--- src/rtl/seg7_hex_packer.sv ---
// Decodes active-low 7-segment codes back to hex nibbles and packs DIGITS of
// them, MS nibble first, into a word delivered over a valid/ready handshake.
module seg7_hex_packer #(
  parameter int DIGITS     = 4,
  parameter int data_width = 4
) (
  input  logic                         clk,
  input  logic                         reset,
  input  logic                         seg_valid,
  input  logic [6:0]                   seg,
  output logic                         seg_ready,
  input  logic                         flush,
  output logic [DIGITS*data_width-1:0] word,
  output logic                         word_valid,
  input  logic                         word_ready,
  output logic                         word_err,
  output logic [7:0]                   err_count
);

  localparam int WW = DIGITS * data_width;
  localparam int CW = $clog2(DIGITS + 1);

  localparam logic [0:0] ST_FILL = 1'b0;
  localparam logic [0:0] ST_FULL = 1'b1;

  // Returns {illegal, nibble}; illegal codes decode to nibble 0.
  function automatic logic [4:0] seg_decode(input logic [6:0] code);
    case (code)
      7'b1000000: seg_decode = 5'h00;
      7'b1111001: seg_decode = 5'h01;
      7'b0100100: seg_decode = 5'h02;
      7'b0110000: seg_decode = 5'h03;
      7'b0011001: seg_decode = 5'h04;
      7'b0010010: seg_decode = 5'h05;
      7'b0000010: seg_decode = 5'h06;
      7'b1111000: seg_decode = 5'h07;
      7'b0000000: seg_decode = 5'h08;
      7'b0010000: seg_decode = 5'h09;
      7'b0001000: seg_decode = 5'h0A;
      7'b0000011: seg_decode = 5'h0B;
      7'b1000110: seg_decode = 5'h0C;
      7'b0100001: seg_decode = 5'h0D;
      7'b0000110: seg_decode = 5'h0E;
      7'b0001110: seg_decode = 5'h0F;
      default:    seg_decode = 5'h10;
    endcase
  endfunction

  logic [0:0]    state_q, state_d;
  logic [CW-1:0] cnt_q, cnt_d;
  logic [WW-1:0] word_q, word_d;
  logic          word_err_q, word_err_d;
  logic [7:0]    err_count_q, err_count_d;
  logic [4:0]    dec_s;
  logic          accept_s;

  // Next-state, packing and error bookkeeping.
  always_comb begin
    state_d     = state_q;
    cnt_d       = cnt_q;
    word_d      = word_q;
    word_err_d  = word_err_q;
    err_count_d = err_count_q;
    dec_s       = seg_decode(seg);
    accept_s    = seg_valid && (state_q == ST_FILL);

    case (state_q)
      ST_FILL: begin
        if (accept_s) begin
          // Unfilled nibbles are always zero in FILL, so OR-ing places the digit.
          word_d = word_q | (WW'(dec_s[3:0]) << ((DIGITS - 1 - int'(cnt_q)) * data_width));
          cnt_d  = cnt_q + CW'(1);
          if (dec_s[4]) begin
            word_err_d = 1'b1;
            if (err_count_q != 8'hFF) begin
              err_count_d = err_count_q + 8'd1;
            end else begin
              err_count_d = err_count_q;
            end
          end else begin
            word_err_d = word_err_q;
          end
          if ((cnt_q == CW'(DIGITS - 1)) || flush) begin
            state_d = ST_FULL;
          end else begin
            state_d = ST_FILL;
          end
        end else if (flush && (cnt_q != {CW{1'b0}})) begin
          state_d = ST_FULL;
        end else begin
          state_d = state_q;
        end
      end
      ST_FULL: begin
        if (word_ready) begin
          state_d    = ST_FILL;
          cnt_d      = {CW{1'b0}};
          word_d     = {WW{1'b0}};
          word_err_d = 1'b0;
        end else begin
          state_d = state_q;
        end
      end
      default: begin
        state_d    = ST_FILL;
        cnt_d      = {CW{1'b0}};
        word_d     = {WW{1'b0}};
        word_err_d = 1'b0;
      end
    endcase
  end

  // State and output registers.
  always_ff @(posedge clk or posedge reset) begin
    if (reset) begin
      state_q     <= ST_FILL;
      cnt_q       <= {CW{1'b0}};
      word_q      <= {WW{1'b0}};
      word_err_q  <= 1'b0;
      err_count_q <= 8'd0;
    end else begin
      state_q     <= state_d;
      cnt_q       <= cnt_d;
      word_q      <= word_d;
      word_err_q  <= word_err_d;
      err_count_q <= err_count_d;
    end
  end

  assign seg_ready  = (state_q == ST_FILL);
  assign word_valid = (state_q == ST_FULL);
  assign word       = word_q;
  assign word_err   = word_err_q;
  assign err_count  = err_count_q;

endmodule

--- config.mk ---
export PLATFORM = sky130hd
export DESIGN_NAME = seg7_hex_packer
export DESIGN_NICKNAME = d
export VERILOG_FILES = /design/src/rtl/seg7_hex_packer.sv
export SDC_FILE = /design/constraint.sdc
export NUM_CORES = 1
export LEC_CHECK = 0
export CAP_MARGIN = 20
export CORE_MARGIN = 1.5
export CORE_UTILIZATION = 44
export DETAILED_ROUTE_END_ITERATION = 6
export GPL_TIMING_DRIVEN = 0
export PLACE_DENSITY = 0.85
export SLEW_MARGIN = 20
export SYNTH_ARGS = -nofsm -noshare
export SYNTH_HDL_FRONTEND = slang
export SYNTH_SLANG_ARGS = --single-unit
--- constraint.sdc ---
create_clock -name clk -period 1.9 [get_ports clk]
set_clock_uncertainty 0.2 [all_clocks]
set_input_delay 0.475 -clock clk [delete_from_list [all_inputs] [get_ports clk]]
set_output_delay 0.475 -clock clk [all_outputs]
set_load 0.1 [all_outputs]
**Yosys cells after proc, flatten, opt, wreduce, memory -nomap -nowiden**

Cells that the tools add are included.

- Bits in registers: 29
- Input bits: 12
- Output and inout bits: 27
- Word-level logic and storage cells: 55

- $add $sub $neg: 3
- Equality and inequality tests: 20
- Shift-type cells: 1
- Muxes and demuxes: 16
- Bitwise logic cells: 2
- Reduce and logical (&&, ||, !) cells: 8

Operators by type and width:

| operator | number |
|---|---|
| 5-bit one-hot mux with 16 select lines | 1 |
| 16-bit 2-to-1 mux | 2 |
| 16-bit one-hot mux with 2 select lines | 1 |
| 4-bit by 32-bit left shift with 16-bit output | 1 |
| 7-bit == test (second input constant) | 4 |
| 7-bit by 5-bit == test with 1-bit output (second input constant) | 3 |
| 7-bit by 6-bit == test with 1-bit output (second input constant) | 3 |
| 16-bit bitwise OR | 1 |
| 7-bit by 2-bit == test with 1-bit output (second input constant) | 2 |
| 7-bit by 4-bit == test with 1-bit output (second input constant) | 2 |
| 8-bit by 1-bit adder with 8-bit output (second input constant) | 1 |
| 8-bit != test (second input constant) | 1 |
| 7-bit by 3-bit == test with 1-bit output (second input constant) | 1 |
| 7-bit logical NOT | 1 |
| 1-bit 2-to-1 mux | 7 |
| 3-bit 2-to-1 mux | 2 |
| 3-bit one-hot mux with 2 select lines | 1 |
| 2-bit by 1-bit != test with 1-bit output (second input constant) | 2 |
| 1-bit one-hot mux with 2 select lines | 2 |
| 4-bit AND reduction | 1 |
| 2-bit by 3-bit subtractor with 4-bit output (first input constant) | 1 |
| 3-bit by 1-bit adder with 3-bit output (second input constant) | 1 |
| 3-bit by 2-bit == test with 1-bit output (second input constant) | 1 |
| 3-bit AND reduction | 1 |
| 6 further kinds | 7 |

**Longest topological paths before layout**

Gate-level depths: netlist of run 1.

- Depth in word-level cells: 6
- Mapped depth: 7
- Gate-level depth less buffers: 5

**Worst setup path after synthesis of run 1**

OpenSTA, ideal clock, no wires.

- Path kind: flip-flop to flip-flop
- Start point: register state_q, in the netlist word_valid
- End point: register err_count_q[3], in the netlist err_count[3]
- Library setup time: 0.160 ns
- Arrival: 2.247 ns
- Required time: 1.540 ns
- Setup slack: -0.706 ns
- Cell stages (with the launch flop): 8
- Buffers on the path: 2
- Period minus slack after synthesis: 2.606 ns
- Cell sequence: dfrtp_1 buf_6 nand2b_1 buf_2 a21oi_1 nand4_2 or4_1 xnor2_1

- Cells in the longest elaborated chain, start to end: 3

RTL lines:

| what | line | text |
|---|---|---|
| start, declared | 49 | `logic [0:0] state_q, state_d;` |
| start signal, assigned | 122 | `state_q <= state_d;` |
| 1-bit NOT (no line) * | -- |  |
| 1-bit logical AND | 65 | `accept_s = seg_valid && (state_q == ST_FILL);` |
| 4-bit AND reduction (no line) * | -- |  |
| end signal, assigned | 126 | `err_count_q <= err_count_d;` |
| end, declared | 53 | `logic [7:0] err_count_q, err_count_d;` |

Every way passes the cells marked *; elsewhere a longest branch is shown, timed or not.
A chain may end at the register's enable or synchronous reset.

**Final worst setup path of run 1**

- Start point: register err_count_q[2], in the netlist err_count[2]
- End point: register err_count_q[1], in the netlist err_count[1]

- Cells in the longest elaborated chain, start to end: 2

RTL lines:

| what | line | text |
|---|---|---|
| 8-bit != test | 75 | `if (err_count_q != 8'hFF) begin` |
| 4-bit AND reduction (no line) | -- |  |

Every way passes these cells.

==> PnR_summary.wiki, run 1 <==
{| class="wikitable"
! Metric !! Value
|-
| Post-Syn Area per Cell || 9.85 um2
|-
| Die height || 63.0 um
|-
| Hold-fix buffer count after cts || 0
|-
| Kind of critical path || flop to flop
|-
| Routed wire per std cell || 14.8 um
|-
| Final design utilization || 64.9%
|-
| TritonCTS Buffers || 5
|-
| CP startpoint kind || flop
|-
| Drc violations || 0
|-
| DRC violation total after the first TritonRoute iteration || 53
|-
| Detailed Routing Iterations Pass 1 || 4
|-
| Outcome || finished, violations left
|-
| Maximum level of the CTS H-tree || 2
|-
| Aggregate global-route resource usage || 19.7%
|-
| Count of port buffers added during placement || 35
|-
| Relative max-transition margin || 59.8%
|-
| Post-synth top flop || dfrtp_1
|-
| Achievable clock frequency || 0.485 GHz
|-
| Net switching share of the total power || 55.5%
|-
| Cell leakage power || 0.000999 uW
|-
| Maximum number of pins on one net before global-route repair || 30
|-
| Non-filler instance count after layout || 260
|-
| TritonCTS Sinks || 29
|-
| Hold path depth || 1
|-
| Violated checks || negative setup slack
|-
| Maximum count of clock buffers along a single path || 2
|-
| Buffer type at the clock tree root || clkbuf_4
|-
| Via density || 5.58
|-
| Layout Nets || 229
|-
| Cell area power density || 1390 nW/um2
|-
| Combinational Power Share || 57.9%
|-
| Critical Path RT || 1920 ps
|-
| Placer Congestion || 0.843
|-
| Area overhead of the layout relative to synthesis || 38.6%
|-
| Syn. warnings || 0
|-
| Number of max-cap violations || 0
|-
| CP Data Arrival Time || 2090 ps
|-
| Total Wirelength || 3860 um
|-
| Starting density of the core || 46.8%
|-
| Transition at the pin with the smallest max-transition slack || 596 ps
|-
| Count of vias placed by the detailed router || 1451
|-
| Post-layout min period || 2060 ps
|-
| Internal power summed over all cells || 1360 uW
|-
| Post-synthesis sequential element count || 29
|-
| Clock tree from TritonCTS || done
|-
| Boundary pin count || 39
|-
| Period utilisation layout || 108%
|-
| DP HPWL || 2440 um
|-
| Part of the power in the clock network || 11.6%
|-
| Die X || 63.0 um
|-
| Largest driver fanout on the critical path || 6
|-
| Setup repair after global routing missed its margin || yes
|-
| Crit path capture type || flop
|-
| # placed instances || 242
|-
| Most frequent standard cell in the layout excluding fill and tap cells || buf_2
|-
| Switch Pwr || 1700 uW
|-
| Number of cells produced by synthesis || 161
|-
| # diodes || 0
|-
| Wire length of the first global-routing pass || 6020 um
|-
| Insertion delay of the later-clocked pin in the worst-skew pair || 330 ps
|-
| Register share of total power || 30.5%
|-
| Commonest cells after routing, fill and taps aside || buf_2, dfrtp_1, nand2_1, buf_4, a22o_1
|-
| Final setup violation count || 12
|-
| Hold Violations, Final || 0
|-
| Post-placement worst setup slack || -1010 ps
|-
| Post-synthesis sequential area ratio || 45.7%
|-
| Count of nets left with antenna violations after detail routing || 0
|-
| Layout cells sized above 1 || 41.6%
|-
| Path depth of the worst reg2reg path || 5
|-
| Antenna violations before repair || 0
|-
| Leading area contributor after synthesis || dfrtp_1
|-
| Cell area after synthesis || 1590 um2
|-
| Sum Neg Setup Slack || -516 ps
|-
| Largest voltage drop on the vdd net || 709 uV
|-
| Hold_ws || 274 ps
|-
| Number of nets in the synthesized netlist || 177
|-
| Total count of max-transition violations in the final report || 0
|-
| Final setup margin || -161 ps
|-
| Number of synthesized flops with an enable pin || 0
|-
| Post-synthesis async set-or-reset flop share || 100%
|-
| Die area || 3970 um2
|-
| Library cells used by synthesis || 44
|-
| Clock transition at the register clock pins on the worst setup and hold paths after CTS || 90 ps
|-
| Via count of the first global-routing pass || 1294
|-
| Area of the placeable core || 3390 um2
|-
| Area share of the largest cell type after synthesis || 45.7%
|-
| Total number of placement rows || 21
|-
| Cell types occupying the most area after synthesis || dfrtp_1, a22o_1, nand2_1
|-
| Residual overflow from global routing || 0
|-
| Worst min path class || flop to flop
|}
-- synth_stat cells, drive strengths merged (2+ instances only) --
master	number
inv	8
nor4b	2
nor2	6
a22oi	2
nor4bb	2
nand3	4
o21ai	12
a22o	11
mux2	3
nor3b	3
a31oi	2
xor2	5
nand4	2
nor3	9
nand2	18
nor4	3
mux2i	2
a21oi	8
a211oi	3
xnor2	2
buf	8
dfrtp	29
ha	4
-- layer usage --
layer  routed length [um]  global-route usage [%]
met1                 1680                    25.2
met2                 1930                    30.9
met3                  187                    5.59
met4                   63                    8.89
met5                    0                       0
-- registers in the layout, indices dropped and copies added, names as in the netlist --
register    count
word           16
err_count       8
cnt_q           3
word_err        1
word_valid      1
-- worst max-delay path, stage by stage (launching register included) --
cell	delay, ps
dfrtp_2	430
and4_1	240
nand2_1	130
nor3_1	430
or3_4	240
mux2_4	290
-- worst paths after layout --
path	from	to	slack, ps
max	err_count[2]$_DFFE_PP0P_	err_count[1]$_DFFE_PP0P_	-160
min	err_count[5]$_DFFE_PP0P_	err_count[5]$_DFFE_PP0P_	270
max reg2reg	err_count[2]$_DFFE_PP0P_	err_count[1]$_DFFE_PP0P_	-160
min reg2reg	err_count[5]$_DFFE_PP0P_	err_count[5]$_DFFE_PP0P_	270
max in group asynchronous	reset	word_valid$_DFF_PP0_	770
min in group asynchronous	reset	word_valid$_DFF_PP0_	310
-- kinds of logic after synthesis --
logic type | after synthesis | synth area share (%)
multiplexers | 5 | 3.63
AO/OA/AOI/OAI | 41 | 17.6
AND/OR/NAND/NOR | 58 | 20.8
XOR/XNOR | 7 | 3.86
adder cells (fa/ha/maj) | 4 | 3.15
buffers and inverters | 17 | 5.21
flip-flops | 29 | 45.7
-- cell type report --
cell class                      count  area, um2
Timing Repair Buffer               46        315
Fill cell                         257       1190
Buffer                              8       67.6
Clock buffer                        6       41.3
Multi-Input combinational cell    115        941
Inverter                            8       30.0
Tap cell                           46       57.6
Clock inverter                      2       10.0
Sequential cell                    29        737
-- timing repair --
| item | CTS | global route |
|---|---|---|
| setup buffers | 10 | 1 |
| endpoints found under the setup margin | 52 | 26 |
| pin swaps | 6 | 4 |
| gates resized for setup | 165 | 19 |
| hold endpoints to repair | 0 | 0 |
-- metrics by stage --
| step | total power (uW) | cell area, um2 |
|---|---|---|
| finish | 3060 | 2200 |
| global route | 3190 | 2200 |
| CTS | 2940 | 2120 |
| detailed placement | 2610 | 2060 |
| global placement | 2580 | 2060 |
| floorplan | 2220 | 1650 |
-- power by group through the flow --
stage               clock network, uW  logic, uW  registers, uW
floorplan                           0        532           1690
global placement                    0       1660            923
detailed placement                  0       1680            930
CTS                               356       1670            915
global route                      398       1840            952
finish                            355       1770            932
No activity file was read; power rests on OpenSTA's default activity.
==> run 2, diff against run 1 <==
--- a/config.mk
+++ b/config.mk
@@ -6,7 +6,6 @@
 export NUM_CORES = 1
 export LEC_CHECK = 0
 export CAP_MARGIN = 20
-export CORE_MARGIN = 1.5
 export CORE_UTILIZATION = 44
 export DETAILED_ROUTE_END_ITERATION = 6
 export GPL_TIMING_DRIVEN = 0
==> run 2 against run 1 <==
Effect of this change: the flow still finishes with violations (negative setup slack); via count grew 2.2%; cell count grew 0.77%; sequential power grew 0.4%; worst hold slack improved by 5.1 ps; register-to-register slack worse by 30 ps; final area grew 1.8%; non-clock buffer count increased by 2; global-route usage increased by 2.2 points; clock power up 23%; power up 4.4%; combinational power is 3% higher; critical path depth rose by 3; critical path type is now primary input to flop; critical endpoint is now err_count[3]$_DFFE_PP0P_; largest power group unchanged.
==> PnR_summary.wiki, run 2 (synthesis gave the netlist of run 1 again) <==
{| class="wikitable"
! Metric !! Value
|-
| Boundary pin count || 39
|-
| Area overhead of the layout relative to synthesis || 41.1%
|-
| Internal power summed over all cells || 1470 uW
|-
| TritonCTS Sinks || 29
|-
| Drc violations || 0
|-
| Antenna violations before repair || 0
|-
| Count of nets left with antenna violations after detail routing || 0
|-
| Setup repair after global routing missed its margin || yes
|-
| Achievable clock frequency || 0.476 GHz
|-
| Crit path capture type || flop
|-
| Hold path depth || 2
|-
| TritonCTS Buffers || 5
|-
| Path depth of the worst reg2reg path || 7
|-
| Combined flip-flop and latch cell area || 737 um2
|-
| Area of the placeable core || 3390 um2
|-
| Total count of max-transition violations in the final report || 0
|-
| Violated checks || negative setup slack
|-
| Number of max-cap violations || 0
|-
| Kind of critical path || primary input to flop
|-
| Part of the power in the clock network || 13.6%
|-
| Worst min path class || flop to flop
|-
| Via count of the first global-routing pass || 1302
|-
| Largest driver fanout on the critical path || 10
|-
| Maximum count of clock buffers along a single path || 2
|-
| Area after DPL || 2060 um2
|-
| Die X || 62.0 um
|-
| Aggregate global-route resource usage || 21.9%
|-
| Transition at the pin with the smallest max-transition slack || 684 ps
|-
| Overall power || 3190 uW
|-
| Met2 wirelength from detailed routing || 2070 um
|-
| Layout Nets || 231
|-
| Final instance area || 2240 um2
|-
| Routed wire per std cell || 15.9 um
|-
| DP HPWL || 2510 um
|-
| Count of port buffers added during placement || 35
|-
| Count of vias placed by the detailed router || 1483
|-
| Most frequent standard cell in the layout excluding fill and tap cells || buf_2
|-
| Wire length of the first global-routing pass || 6020 um
|-
| Detailed Routing Iterations Pass 1 || 4
|-
| Post-layout min period || 2100 ps
|-
| Register share of total power || 29.3%
|-
| Maximum number of pins on one net before global-route repair || 30
|-
| Placer Congestion || 0.832
|-
| Hold Violations, Final || 0
|-
| Sequence of cells on the critical path || dlygate4sd2_1, buf_6, and4b_1, o21ai_2, nand4_4, buf_6, or4_4, xnor2_1
|-
| Clock transition at the register clock pins on the worst setup and hold paths after CTS || 90 ps
|-
| Cell leakage power || 0.00102 uW
|-
| Routed length on met1 || 1780 um
|-
| Starting density of the core || 46.8%
|-
| CP Data Arrival Time || 2130 ps
|-
| Max layer used || met4
|-
| Final setup margin || -202 ps
|-
| Die height || 62.0 um
|-
| Flip-flop count of the largest register after layout || 16
|-
| Delay of the slowest critical-path stage || 410 ps
|-
| Total Wirelength || 4180 um
|-
| Via density || 5.66
|-
| Period utilisation layout || 111%
|-
| Most frequent cell on the critical path || buf_6
|-
| Relative max-transition margin || 53.9%
|-
| # diodes || 0
|-
| DRC violation total after the first TritonRoute iteration || 47
|-
| Total number of placement rows || 21
|-
| Cell area power density || 1430 nW/um2
|-
| Commonest cells after routing, fill and taps aside || buf_2, dfrtp_1, nand2_1, buf_4, a22o_1
|-
| Die area || 3850 um2
|-
| Switch Pwr || 1730 uW
|-
| Net switching share of the total power || 54.1%
|-
| Final setup violation count || 9
|-
| Residual overflow from global routing || 0
|-
| Maximum level of the CTS H-tree || 2
|-
| Highest-delay cell along the critical path || or4_4
|-
| Routed length on met3 || 221 um
|-
| Layout cells sized above 1 || 44.0%
|-
| Total area of multi-input combinational cells || 938 um2
|-
| Clock tree from TritonCTS || done
|-
| CP startpoint kind || primary input
|-
| Insertion delay of the later-clocked pin in the worst-skew pair || 340 ps
|-
| Combinational Power Share || 57.1%
|-
| Buffer type at the clock tree root || clkbuf_4
|-
| Fillers || 253
|-
| Outcome || finished, violations left
|-
| Critical Path RT || 1920 ps
|-
| Largest voltage drop on the vdd net || 617 uV
|}
## run 2: final cells by class
type	count	share of cell area, %
Inverter	8	1.45
Clock inverter	1	0.224
Tap cell	46	2.57
Sequential cell	29	32.9
Timing Repair Buffer	48	14.9
Buffer	8	3.13
Multi-Input combinational cell	115	41.9
Clock buffer	7	2.91
## run 2: layer usage
metal	global-route usage [%]	vias up
met2	35.3	56
met4	11.1	0
met1	27.0	717
met3	5.59	13
li1	-	697
met5	0	-
## run 2: what timing repair did
item,4_1_cts,5_1_grt
buffers inserted,8,5
hold endpoints to repair,0,0
cloned,0,0
gates resized for setup,170,19
pin swaps,7,4
hold buffers,0,0
endpoints found under the setup margin,52,26
## run 2: power by group through the flow
stage | registers [uW] | clock network (uW) | logic (uW)
5_1_grt | 959 | 460 | 1920
3_3_place_gp | 919 | 0 | 1660
3_5_place_dp | 930 | 0 | 1680
6_report | 936 | 435 | 1820
4_1_cts | 917 | 436 | 1700
2_1_floorplan | 1690 | 0 | 532
## run 2: critical path, delay by kind of cell
family	cells	cell delay, ps
AND/OR/NAND/NOR	3	750
buffers and inverters	3	560
AO/OA/AOI/OAI	1	200
XOR/XNOR	1	130
## run 2: stage by stage
stage | hold WS (ps) | TNS, ps | util [%] | std cells | worst slack [ps]
floorplan | 326 | -1940 | - | 161 | -414
global placement | 260 | -28400 | 60.8 | 242 | -1020
detailed placement | 265 | -28870 | 60.8 | 242 | -1040
CTS | 274 | -467 | 63.1 | 257 | -164
global route | 299 | -1820 | 66.0 | 262 | -254
finish | 279 | -1180 | 66.0 | 262 | -202
## run 2: worst paths after layout
kind	slack, ps	endpoint	start
worst max register to register	-190	err_count[3]$_DFFE_PP0P_	word_valid$_DFF_PP0_
max in group asynchronous	740	word_valid$_DFF_PP0_	reset
min in group asynchronous	320	word[10]$_DFFE_PP0P_	reset
worst max-delay path	-200	err_count[3]$_DFFE_PP0P_	seg[0]
worst min-delay path	280	word_err$_DFFE_PP0P_	word_err$_DFFE_PP0P_
worst min register to register	280	word_err$_DFFE_PP0P_	word_err$_DFFE_PP0P_
